$ cat src/rtl/mine_pkg.sv
// Shared types and helpers for the mine placer.
// Optional first-click protection: MINE_PLACER_SAFE_START_EN.
package mine_pkg;

  typedef enum logic [1:0] {
    IDLE,
    RUN,
    DONE
  } state_t;

  localparam logic [15:0] DEF_MULT = 16'd25173;
  localparam logic [15:0] DEF_INC  = 16'd13849;

  function automatic int cells_f(input int rows, input int cols);
    return rows * cols;
  endfunction

  function automatic int idx_w_f(input int cells);
    return $clog2(cells);
  endfunction

  function automatic int cnt_w_f(input int cells);
    return $clog2(cells + 1);
  endfunction

endpackage

$ cat src/rtl/mine_placer_lcg_core.sv
// LCG state register: X <= a*X + c on advance.
// Exposes the upper bits of the next value as the cell candidate.
module lcg_core #(
  parameter int W  = 16,
  parameter int IW = 5
) (
  input  logic          clk,
  input  logic          rst,
  input  logic          load,
  input  logic          advance,
  input  logic [W-1:0]  seed,
  input  logic [W-1:0]  mult,
  input  logic [W-1:0]  inc,
  output logic [IW-1:0] cand
);

  logic [W-1:0] x;
  logic [W-1:0] nxt;

  // Low W bits of the product are all the generator ever needs.
  assign nxt  = mult * x + inc;
  assign cand = nxt[W-1 -: IW];

  always_ff @(posedge clk or posedge rst) begin
    if (rst) begin
      x <= '0;
    end else if (load) begin
      x <= seed;
    end else if (advance) begin
      x <= nxt;
    end
  end

endmodule

$ cat src/rtl/mine_placer.sv
// Places exactly N distinct mines using an LCG with rejection.
// Define MINE_PLACER_SAFE_START_EN to reserve one never-mined cell.
module mine_placer
  import mine_pkg::*;
#(
  parameter int ROWS      = 5,
  parameter int COLS      = 5,
  parameter int LCG_W     = 16,
  parameter int MAX_TRIES = 1024,
  parameter int CELLS     = cells_f(ROWS, COLS),
  parameter int IDX_W     = idx_w_f(CELLS),
  parameter int CNT_W     = cnt_w_f(CELLS)
) (
  input  logic             in_clka,
  input  logic             in_reset,
  input  logic             in_start,
  input  logic [LCG_W-1:0] in_seed,
  input  logic [LCG_W-1:0] in_mult,
  input  logic [LCG_W-1:0] in_increment,
  input  logic [CNT_W-1:0] in_mines_num,
`ifdef MINE_PLACER_SAFE_START_EN
  input  logic [IDX_W-1:0] in_safe_idx,
`endif
  output logic [CELLS-1:0] out_mines,
  output logic             out_busy,
  output logic             out_done,
  output logic             out_error
);

  localparam int TRY_W = $clog2(MAX_TRIES + 1);
`ifdef MINE_PLACER_SAFE_START_EN
  localparam int MAX_N = CELLS - 1;
`else
  localparam int MAX_N = CELLS;
`endif

  state_t             state;
  logic [LCG_W-1:0]   a_q;
  logic [LCG_W-1:0]   c_q;
  logic [CNT_W-1:0]   n_q;
  logic [CNT_W-1:0]   cnt;
  logic [TRY_W-1:0]   tries;
  logic [IDX_W-1:0]   idx;
  logic [CELLS-1:0]   hit;
  logic               go;
  logic               bad;
  logic               accept;
  logic               last;

  assign go = (state == IDLE) && in_start;

  lcg_core #(
    .W  (LCG_W),
    .IW (IDX_W)
  ) u_lcg (
    .clk     (in_clka),
    .rst     (in_reset),
    .load    (go),
    .advance (state == RUN),
    .seed    (in_seed),
    .mult    (a_q),
    .inc     (c_q),
    .cand    (idx)
  );

  assign hit = {{(CELLS-1){1'b0}}, 1'b1} << idx;

`ifdef MINE_PLACER_SAFE_START_EN
  logic [IDX_W-1:0] safe_q;

  assign bad = (int'(in_mines_num) > MAX_N)
            || (int'(in_safe_idx) >= CELLS);
  assign accept = (int'(idx) < CELLS) && !out_mines[idx]
               && (idx != safe_q);

  always_ff @(posedge in_clka or posedge in_reset) begin
    if (in_reset) begin
      safe_q <= '0;
    end else if (go) begin
      safe_q <= in_safe_idx;
    end
  end
`else
  assign bad = int'(in_mines_num) > MAX_N;
  assign accept = (int'(idx) < CELLS) && !out_mines[idx];
`endif

  assign last = (cnt + CNT_W'(1)) == n_q;

  always_ff @(posedge in_clka or posedge in_reset) begin
    if (in_reset) begin
      state     <= IDLE;
      out_mines <= '0;
      out_busy  <= 1'b0;
      out_done  <= 1'b0;
      out_error <= 1'b0;
      a_q       <= '0;
      c_q       <= '0;
      n_q       <= '0;
      cnt       <= '0;
      tries     <= '0;
    end else begin
      out_done <= 1'b0;
      unique case (state)
        IDLE: begin
          if (in_start) begin
            a_q       <= in_mult;
            c_q       <= in_increment;
            n_q       <= in_mines_num;
            out_mines <= '0;
            out_error <= 1'b0;
            cnt       <= '0;
            tries     <= '0;
            if (bad) begin
              out_error <= 1'b1;
              state     <= DONE;
            end else if (in_mines_num == '0) begin
              state <= DONE;
            end else begin
              out_busy <= 1'b1;
              state    <= RUN;
            end
          end
        end
        RUN: begin
          tries <= tries + TRY_W'(1);
          if (accept) begin
            out_mines <= out_mines | hit;
            cnt       <= cnt + CNT_W'(1);
          end
          // A final accept wins over exhaustion on the same attempt.
          if (accept && last) begin
            out_busy <= 1'b0;
            state    <= DONE;
          end else if (tries == TRY_W'(MAX_TRIES - 1)) begin
            out_error <= 1'b1;
            out_busy  <= 1'b0;
            state     <= DONE;
          end
        end
        DONE: begin
          out_done <= 1'b1;
          state    <= IDLE;
        end
        default: state <= IDLE;
      endcase
    end
  end

endmodule

$ cat config.mk
export PLATFORM = sky130hd
export DESIGN_NAME = mine_placer
export DESIGN_NICKNAME = d
export VERILOG_FILES = /design/src/rtl/mine_pkg.sv /design/src/rtl/mine_placer_lcg_core.sv /design/src/rtl/mine_placer.sv
export SDC_FILE = /design/constraint.sdc
export NUM_CORES = 1
export LEC_CHECK = 0
export ABC_AREA = 1
export BUFFER_PORTS_ARGS = -buffer_cell sky130_fd_sc_hd__buf_4
export CAP_MARGIN = 25
export CORE_UTILIZATION = 59
export CTS_CLUSTER_DIAMETER = 120
export DETAILED_ROUTE_END_ITERATION = 16
export PLACE_DENSITY_LB_ADDON = 0.25
export SETUP_SLACK_MARGIN = 0.5
export SYNTH_ARGS = -nofsm -noshare
export SYNTH_HDL_FRONTEND = slang
export SYNTH_SLANG_ARGS = --single-unit
$ cat constraint.sdc
create_clock -name in_clka -period 7.71 [get_ports in_clka]
set_input_delay 0.771 -clock in_clka [delete_from_list [all_inputs] [get_ports in_clka]]
set_output_delay 0.771 -clock in_clka [all_outputs]
set_load 0.05 [all_outputs]
==> impl_metrics.yaml, run 1 <==
layout:
  fin_cells: 1623
  antenna_cells: 0
  fillers: 1406
  areaGrowthSynthToFinish_pct: 9.58
  drive_gt1_share_pct: 12.3
  final_nets: 1602
yosys:
  synth_cell_type_count: 48
  syn_area_um2: 9960
  synth-compound-area-share_pct: 8.19
  yosys.area_share.simple_pct: 25.2
  yosysSeqAreaShare_pct: 24.9
  synth_mux_area_share_pct: 0.100
  synthCells: 1353
  synth_xor_area_share_pct: 1.23
  ys_ff_latch: 99
  synth.avg_cell_area_um2: 7.36
  synthesis.nets: 1557
  async_flop_share_pct: 100
  synth_edf_count: 0
  synth_top_family_by_area: "adder cells"
  ys.flop_type: "dfrtp_1"
  synth_fa_ha_area_share_pct: 25.7
  ys_warn_count: 0
placement:
  portBuffers: 83
  numPlacedInstances: 1607
  place_congestion: 0.943
  hpwl_um: 18500
clock_tree:
  clk_pin_slew_ns: 0.08
  clock-sinks: 99
  cts_tree: "yes"
  h-tree-depth: 3
  cts_setup_buffers: 0
  ctsResizeCount: 0
  root_buffer: "clkbuf_16"
  cts_buffer_depth: 2
  insertion_delay_ns: 0.37
  cts_buffers: 9
  postCtsHoldBufs: 0
grt:
  gr-total-overflow: 0
  grt_start_max_net_pins: 69
  antenna_found_initial: 0
  grt_usage_pct: 30.2
  grt_pass1_wl_um: 41500
  grt_pass1_vias: 8728
critical_path:
  cp_data_arrival_time_ns: 6.98
  cp_slowest_stage_delay_ns: 0.59
  critPathSlowestCell: "dfrtp_1"
  cp-startpoint: "u_lcg.x[1]"
  worstReg2RegStart: "u_lcg.x[1]"
  crit_top_cell: "fa_1"
  critPathCaptureType: "flop"
  crit_fanout: 47
  cp-start-kind: "flop"
  criticalPathCategory: "flop to flop"
  worstPathRequired_ns: 8.01
floorplan:
  dieWidth_um: 132
  dieArea_um2: 17400
  rows: 47
  core_area_um2: 16500
  start_util_pct: 60.3
  pin_count: 84
  fp.dieH_um: 132
route:
  first_iter_violations: 543
  antenna_left: 0
  post_drt_wl_per_cell_um: 15.0
  num_vias: 8550
  wirelength_um: 24300
  first_pass_iters: 5
  viasPerCell: 5.27
  drcViolationCount: 0
sta:
  hold_viol_final: 0
  fin_setup_tns_ns: 0
  period_minus_slack_ns: 6.69
  slew_violations: 0
  max_freq_mhz: 150
  finalSetupViolations: 0
  skew_ns: 0.0115
  tightestPinTransition_ns: 0.866
  rsz0062_at_grt: "no"
  relSlewSlack_pct: 42.3
  holdWs_ns: 0.420
  post-route-period-util_pct: 86.7
worst_hold_path:
  hp-class: "primary input to asynchronous set/reset pin"
flow_run:
  max-cap-violations: 0
run_status:
  status: "finished, final reports clean"
## cells in the final DEF (no fill, tap or decap), types with 3 or more instances in the layout
cell type / n
a21oi_1: 35
buf_4: 91
clkbuf_16: 9
dfrtp_1: 99
fa_1: 94
ha_1: 54
inv_1: 302
inv_2: 4
inv_6: 3
nand2_1: 437
nand2_2: 23
nand3_1: 67
nand3b_1: 3
nand4_1: 9
nor2_1: 38
nor2_2: 4
nor3_1: 9
nor4_1: 3
o211ai_1: 7
o21a_1: 4
o21ai_0: 33
o21ai_1: 12
o21ai_2: 22
o22ai_1: 3
xnor2_1: 5
xor2_1: 4
## final timing paths
kind	endpoint	slack, ns	cells past startpoint
min reg2reg	a_q[15]	0.48	2
max	out_mines[1]	1.02	28
min in group in_clka	a_q[15]	0.48	2
max in group asynchronous	c_q[6]	6.04	3
min	out_mines[22]	0.42	2
max reg2reg	out_mines[1]	1.02	28
## metal layers
metal / vias to the layer above / part of all wire [%] / GRT usage (%)
met4: 0 / 2.7 / 10.3
met5: - / 0 / 0
met2: 280 / 49 / 52.0
met3: 54 / 6.5 / 5.07
met1: 4091 / 42 / 38.5
li1: 4125 / - / -
## flip-flops by register name, indices dropped and copies added (netlist names)
register,flops
n_q,5
tries,11
out_done,1
a_q,16
cnt,5
u_lcg.x,16
out_mines,25
out_error,1
out_busy,1
state,2
c_q,16
## stage by stage
step                setup slack, ns  utilization, %  area (um2)
global placement               1.01            64.2       10600
detailed placement            0.901            64.2       10600
global route                  0.564            66.1       10900
CTS                           0.804            66.0       10900
floorplan                      1.65               -        9960
finish                         1.02            66.1       10900
## cells by family after synthesis
logic type	Yosys count
AO/OA/AOI/OAI	128
XOR/XNOR	11
adder cells (fa/ha/maj)	148
buffers and inverters	364
flip-flops	99
multiplexers	1
AND/OR/NAND/NOR	602
## cells in the mapped netlist, types with 2 or more instances
cell type,n,share of area [%]
a21o_1,2,0.15
a21oi_1,35,1.8
buf_12,3,0.60
buf_2,13,0.65
buf_4,3,0.23
buf_6,3,0.34
clkbuf_1,33,1.2
clkbuf_2,2,0.10
dfrtp_1,99,25
fa_1,94,19
ha_1,54,6.8
inv_1,303,11
inv_2,4,0.15
nand2_1,437,16
nand2_2,23,1.4
nand2_4,3,0.34
nand3_1,67,3.4
nand3_2,2,0.20
nand3b_1,3,0.23
nand4_1,9,0.57
nor2_1,39,1.5
nor2_2,4,0.25
nor3_1,9,0.45
nor4_1,3,0.19
o211ai_1,7,0.53
o21a_1,4,0.30
o21ai_0,33,1.7
o21ai_1,12,0.60
o21ai_2,22,1.9
o22ai_1,3,0.19
xnor2_1,5,0.44
xor2_1,4,0.35
## area by class of cell
| cell class | count | area, um2 | share of cell area [%] |
|---|---|---|---|
| Clock inverter | 7 | 67.6 | 0.619 |
| Timing Repair Buffer | 91 | 683 | 6.26 |
| Multi-Input combinational cell | 890 | 6030 | 55.3 |
| Inverter | 307 | 1150 | 10.6 |
| Sequential cell | 99 | 2480 | 22.7 |
| Tap cell | 220 | 275 | 2.52 |
| Clock buffer | 9 | 225 | 2.06 |
## critical path: cells and delay by family (launching register included)
kind	cells	cell delay, ns
AO/OA/AOI/OAI	3	0.48
adder cells (fa/ha/maj)	7	3.46
flip-flops	1	0.59
AND/OR/NAND/NOR	10	1.32
XOR/XNOR	1	0.19
buffers and inverters	7	0.56
Power of run 1 is not shown: default switching activity piles up to over one toggle a cycle in this logic, so the estimate is an artifact.
==> run 2, diff against run 1 <==
--- a/config.mk
+++ b/config.mk
@@ -8,11 +8,14 @@
 export ABC_AREA = 1
 export BUFFER_PORTS_ARGS = -buffer_cell sky130_fd_sc_hd__buf_4
 export CAP_MARGIN = 25
-export CORE_UTILIZATION = 59
+export CELL_PAD_IN_SITES_DETAIL_PLACEMENT = 0
+export CELL_PAD_IN_SITES_GLOBAL_PLACEMENT = 2
+export CORE_UTILIZATION = 36
 export CTS_CLUSTER_DIAMETER = 120
 export DETAILED_ROUTE_END_ITERATION = 16
 export PLACE_DENSITY_LB_ADDON = 0.25
 export SETUP_SLACK_MARGIN = 0.5
+export SKIP_LAST_GASP = 1
 export SYNTH_ARGS = -nofsm -noshare
 export SYNTH_HDL_FRONTEND = slang
 export SYNTH_SLANG_ARGS = --single-unit
==> run 2 against run 1 <==
Compared with the run above: clock-buffer cell count unchanged; largest cell class unchanged; flip-flop and latch count unchanged; clock skew increased by 0.0011 ns; register-to-register slack got worse by 0.05 ns; wire length increased by 12%; die area increased by 63%; critical path depth decreased by 1; worst setup slack got worse by 0.048 ns; via count decreased by 4.3%; hold slack improved by 0.032 ns.
==> impl_metrics.yaml, run 2 (synthesized netlist as in run 1, its figures left out) <==
clock_tree:
  clk_pin_slew_ns: 0.08
  clock-sinks: 99
  insertion_delay_ns: 0.37
  h-tree-depth: 3
  root_buffer: "clkbuf_16"
  cts_buffers: 9
  postCtsHoldBufs: 0
  cts_buffer_depth: 2
  cts_tree: "yes"
route:
  first_pass_iters: 5
  num_vias: 8184
  post_drt_wl_per_cell_um: 15.5
  wirelength_um: 27200
  viasPerCell: 4.68
  first_iter_violations: 332
  drcViolationCount: 0
  antenna_left: 0
layout:
  final_nets: 1608
  antenna_cells: 0
  fillers: 2869
  final_common_cell: "nand2_1"
  areaGrowthSynthToFinish_pct: 11.7
  drive_gt1_share_pct: 13.1
  regMostFlops: "out_mines"
  final_area_um2: 11100
  mostFrequentLayoutCells: "nand2_1 (437), inv_1 (302), buf_4 (96), fa_1 (94), dfrtp_1 (94)"
  largest_reg_flops: 25
run_status:
  status: "finished, final reports clean"
floorplan:
  dieWidth_um: 168
  start_util_pct: 36.9
  rows: 60
  dieArea_um2: 28300
  fp.dieH_um: 168
  pin_count: 84
  core_area_um2: 27000
sta:
  rsz0062_at_grt: "no"
  slew_violations: 0
  tightestPinTransition_ns: 0.875
  max_freq_mhz: 149
  post-route-period-util_pct: 87.3
  relSlewSlack_pct: 41.6
  hold_viol_final: 0
  skew_ns: 0.0126
  finalSetupViolations: 0
  fin_setup_tns_ns: 0
  period_minus_slack_ns: 6.73
placement:
  place_congestion: 0.805
  hpwl_um: 20900
  placed_cell_area_um2: 10800
  portBuffers: 83
grt:
  gr-total-overflow: 0
  grt_start_max_net_pins: 69
  grt_usage_pct: 20.9
  antenna_found_initial: 0
  grt_pass1_vias: 8474
  grt_pass1_wl_um: 45800
critical_path:
  worstReg2RegStart: "a_q[3]"
  worstPathRequired_ns: 8.01
  reg2regPathDepth: 27
  criticalPathCategory: "flop to flop"
  crit_fanout: 27
  reg2reg_to: "out_mines[15]"
  cp_data_arrival_time_ns: 7.03
  r2r_slack_ns: 0.98
  critPathCaptureType: "flop"
  cp-start-kind: "flop"
worst_hold_path:
  hp-class: "primary input to asynchronous set/reset pin"
flow_run:
  max-cap-violations: 0
## run 2: how the worst max path moves through the flow
stage	startpoint	to	slack, ns	depth (start not counted)
floorplan	u_lcg.x[1]	out_mines[15]	1.65	30
global placement	u_lcg.x[1]	out_mines[16]	0.80	27
detailed placement	u_lcg.x[1]	out_mines[16]	0.71	27
CTS	u_lcg.x[1]	out_mines[15]	0.66	27
global route	u_lcg.x[1]	out_mines[9]	0.53	29
finish	a_q[3]	out_mines[15]	0.98	27
## run 2: worst max-delay path, cell delays in order (launching register included)
cell     delay, ns
dfrtp_1       0.79
nand2_1       0.18
fa_1          0.47
fa_1          0.49
inv_1         0.06
fa_1          0.49
fa_1          0.50
inv_1         0.05
fa_1          0.50
fa_1          0.57
inv_1         0.06
ha_1          0.37
inv_1         0.15
nor3_1        0.32
nand3_1       0.17
nand3_1       0.16
inv_1         0.07
nand3_1       0.08
nand2_1       0.05
buf_4         0.18
nand3_2       0.08
nand2_1       0.06
inv_2         0.08
nand2_4       0.12
nand2_8       0.27
buf_12        0.23
nand2_2       0.06
o21ai_2       0.05
## run 2: through the flow
stage / util (%) / worst slack (ns) / hold WS, ns / instances
global route: 41.2 / 0.534 / 0.488 / 1750
CTS: 41.1 / 0.663 / 0.469 / 1750
detailed placement: 40.1 / 0.714 / 0.466 / 1734
global placement: 40.1 / 0.795 / 0.456 / 1734
finish: 41.2 / 0.977 / 0.452 / 1750
floorplan: - / 1.65 / 0.441 / 1353
## run 2: timing repair
item                                    4_1_cts  5_1_grt
buffers inserted                              0        0
gates resized for setup                       0        6
endpoints found under the setup margin        0       25
## run 2: routing by layer
layer  global-route usage [%]  part of all wire (%)  up-vias
li1                         -                     -     4147
met1                     28.4                    48     3889
met2                     35.4                    48      126
met3                     2.30                   3.1       22
met4                     4.82                   1.5        0
met5                        0                     0        -
## run 2: area by class of cell
| type | count | area (um2) | share of cell area [%] |
|---|---|---|---|
| Multi-Input combinational cell | 890 | 6030 | 54.2 |
| Sequential cell | 99 | 2480 | 22.3 |
| Inverter | 307 | 1150 | 10.4 |
| Timing Repair Buffer | 97 | 741 | 6.65 |
| Tap cell | 341 | 427 | 3.83 |
| Clock buffer | 9 | 225 | 2.02 |
| Clock inverter | 7 | 67.6 | 0.607 |
Power of run 2 is left out for the same reason.
==> run 3, diff against run 2 <==
--- a/config.mk
+++ b/config.mk
@@ -5,12 +5,11 @@
 export SDC_FILE = /design/constraint.sdc
 export NUM_CORES = 1
 export LEC_CHECK = 0
-export ABC_AREA = 1
 export BUFFER_PORTS_ARGS = -buffer_cell sky130_fd_sc_hd__buf_4
 export CAP_MARGIN = 25
 export CELL_PAD_IN_SITES_DETAIL_PLACEMENT = 0
 export CELL_PAD_IN_SITES_GLOBAL_PLACEMENT = 2
-export CORE_UTILIZATION = 36
+export CORE_UTILIZATION = 38
 export CTS_CLUSTER_DIAMETER = 120
 export DETAILED_ROUTE_END_ITERATION = 16
 export PLACE_DENSITY_LB_ADDON = 0.25
==> run 3 against run 2 <==
Compared with the run above: fmax down 2.0%; critical path depth down 7; synthesized cell count down 26%; global-route usage up 0.87 points; worst setup slack worse by 0.13 ns; clock skew up 0.0011 ns; hold slack worse by 0.0030 ns; die area down 15%.
==> impl_metrics.yaml, run 3 <==
layout:
  drive_gt1_share_pct: 12.7
  antenna_cells: 0
  final_nets: 1266
  final_common_cell: "nand2_1"
  fillers: 2346
  mostFrequentLayoutCells: "nand2_1 (205), inv_1 (158), buf_4 (96), fa_1 (94), dfrtp_1 (93)"
  final_area_um2: 10200
  largest_reg_flops: 25
  final_util_pct: 44.6
  regMostFlops: "out_mines"
  areaGrowthSynthToFinish_pct: 14.0
grt:
  grt_start_max_net_pins: 71
  grt_usage_pct: 21.7
  antenna_found_initial: 0
  grt_pass1_wl_um: 39400
  gr-total-overflow: 0
  grt_pass1_vias: 7133
critical_path:
  crit_chain: "and2_1, fa_1, fa_1, ha_1, fa_1, inv_1, fa_1, fa_1, inv_1, ha_1, or4_1, o22ai_1, xnor2_4, buf_4, mux2i_1, a22oi_1, nand2_1, mux4_2, nand2_2, mux2i_1"
  reg2reg_to: "cnt[0]"
  cp-start-kind: "flop"
  r2r_slack_ns: 0.84
  cp-startpoint: "a_q[3]"
  crit_path_end: "cnt[0]"
  worstPathRequired_ns: 8.00
  critPathCaptureType: "flop"
  critPathSlowestCell: "dfrtp_1"
  worstReg2RegStart: "a_q[3]"
  cp_slowest_stage_delay_ns: 0.62
  criticalPathCategory: "flop to flop"
  reg2regPathDepth: 20
  cp_data_arrival_time_ns: 7.16
  crit_top_cell: "fa_1"
  crit_fanout: 14
clock_tree:
  ctsResizeCount: 0
  cts_tree: "yes"
  root_buffer: "clkbuf_16"
  h-tree-depth: 3
  clock-sinks: 99
  postCtsHoldBufs: 0
  cts_buffers: 9
  insertion_delay_ns: 0.37
  clk_pin_slew_ns: 0.09
  cts_setup_buffers: 0
  cts_buffer_depth: 2
yosys:
  ys_warn_count: 0
  synthCells: 998
  ys.flop_type: "dfrtp_1"
  ys_top_cells_by_count: "nand2_1 (205), inv_1 (159), dfrtp_1 (99), fa_1 (94), and2_1 (55)"
  yosysSeqAreaShare_pct: 27.7
  syn_area_um2: 8940
  synthesis.nets: 1202
  yosysTopAreaCell: "dfrtp_1"
  synth.avg_cell_area_um2: 8.96
  synth_cell_type_count: 57
  synth_edf_count: 0
  synth_area_leaders: "dfrtp_1 (28%), fa_1 (21%), nand2_1 (8.6%)"
  synth.top_cell.area_share_pct: 27.7
  async_flop_share_pct: 100
  yosysMostFrequentCell: "nand2_1"
  ys_ff_latch: 99
route:
  drcViolationCount: 0
  first_pass_iters: 5
  wirelength_um: 24500
  num_vias: 6756
  antenna_left: 0
  viasPerCell: 4.90
  first_iter_violations: 248
  post_drt_wl_per_cell_um: 17.7
sta:
  skew_ns: 0.0137
  period_minus_slack_ns: 6.87
  max_freq_mhz: 146
  tightestPinTransition_ns: 0.925
  slew_violations: 0
  fin_setup_tns_ns: 0
  rsz0062_at_grt: "no"
  post-route-period-util_pct: 89.1
  hold_viol_final: 0
  relSlewSlack_pct: 38.3
  finalSetupViolations: 0
run_status:
  status: "finished, final reports clean"
placement:
  place_congestion: 0.828
  hpwl_um: 18700
  placed_cell_area_um2: 9890
  portBuffers: 83
floorplan:
  fp.dieH_um: 155
  pin_count: 84
  core_area_um2: 22800
  dieWidth_um: 155
  dieArea_um2: 24200
  start_util_pct: 39.2
  rows: 55
flow_run:
  max-cap-violations: 0
worst_hold_path:
  hp-class: "primary input to asynchronous set/reset pin"
-- run 3: changes by cell type in the layout (fill, tap and decap cells not counted), moves of 25 or more --
cell,change
and2_1,+54
inv_1,-144
nand2_1,-232
nand3_1,-58
o21a_1,+27
xnor2_1,+25
-- run 3: layout make-up --
type | count | area [um2] | area share [%]
clock buffer | 10 | 229 | 2.24
clock inverter | 6 | 65.1 | 0.638
inverter | 159 | 599 | 5.88
multi-input combinational | 697 | 5710 | 56.0
sequential | 99 | 2480 | 24.4
tap | 313 | 392 | 3.84
timing repair buffer | 96 | 721 | 7.07
-- run 3: per-stage QoR --
step / cells / hold WS (ns) / setup slack [ns]
floorplan: 998 / 0.445 / 1.48
global placement: 1364 / 0.459 / 0.832
detailed placement: 1364 / 0.469 / 0.781
CTS: 1380 / 0.464 / 0.742
global route: 1380 / 0.491 / 0.493
finish: 1380 / 0.449 / 0.843
-- run 3: worst min-delay path by stage --
| stage | startpoint | to | slack [ns] |
|---|---|---|---|
| after floorplan | tries[9] | tries[9] | 0.44 |
| after global placement | tries[9] | tries[9] | 0.46 |
| after detailed placement | a_q[15] | a_q[15] | 0.47 |
| after CTS | in_reset | c_q[6] | 0.46 |
| after global routing | in_reset | out_mines[12] | 0.49 |
| final | in_reset | out_mines[12] | 0.45 |
-- run 3: kinds of logic after synthesis --
| logic type | share of synthesized area, % |
|---|---|
| fa+ha+maj | 28.6 |
| mux | 2.27 |
| simple gates | 17.7 |
| flops | 27.7 |
| compound gates | 10.7 |
| xor+xnor | 4.43 |
| buf+inv | 8.66 |
-- run 3: routing by layer --
metal  wire length, um  GRT usage, %  up-vias
li1                  -             -     3263
met1             11400          29.8     3300
met2             11600          35.6      165
met3              1100          3.84       28
met5                 0             0        -
met4               368          5.23        0
-- run 3: critical path, delay by kind of cell, from the launching register on --
| kind | cells | cell delay, ns |
|---|---|---|
| AOI/OAI and AO/OA | 2 | 0.58 |
| xor gates and xnor gates | 1 | 0.27 |
| adders and majority gates | 7 | 3.00 |
| buffers and inverters | 3 | 0.39 |
| DFF | 1 | 0.62 |
| muxes | 3 | 0.84 |
| and+or+nand+nor | 4 | 1.08 |
Power of run 3 is left out for the same reason.
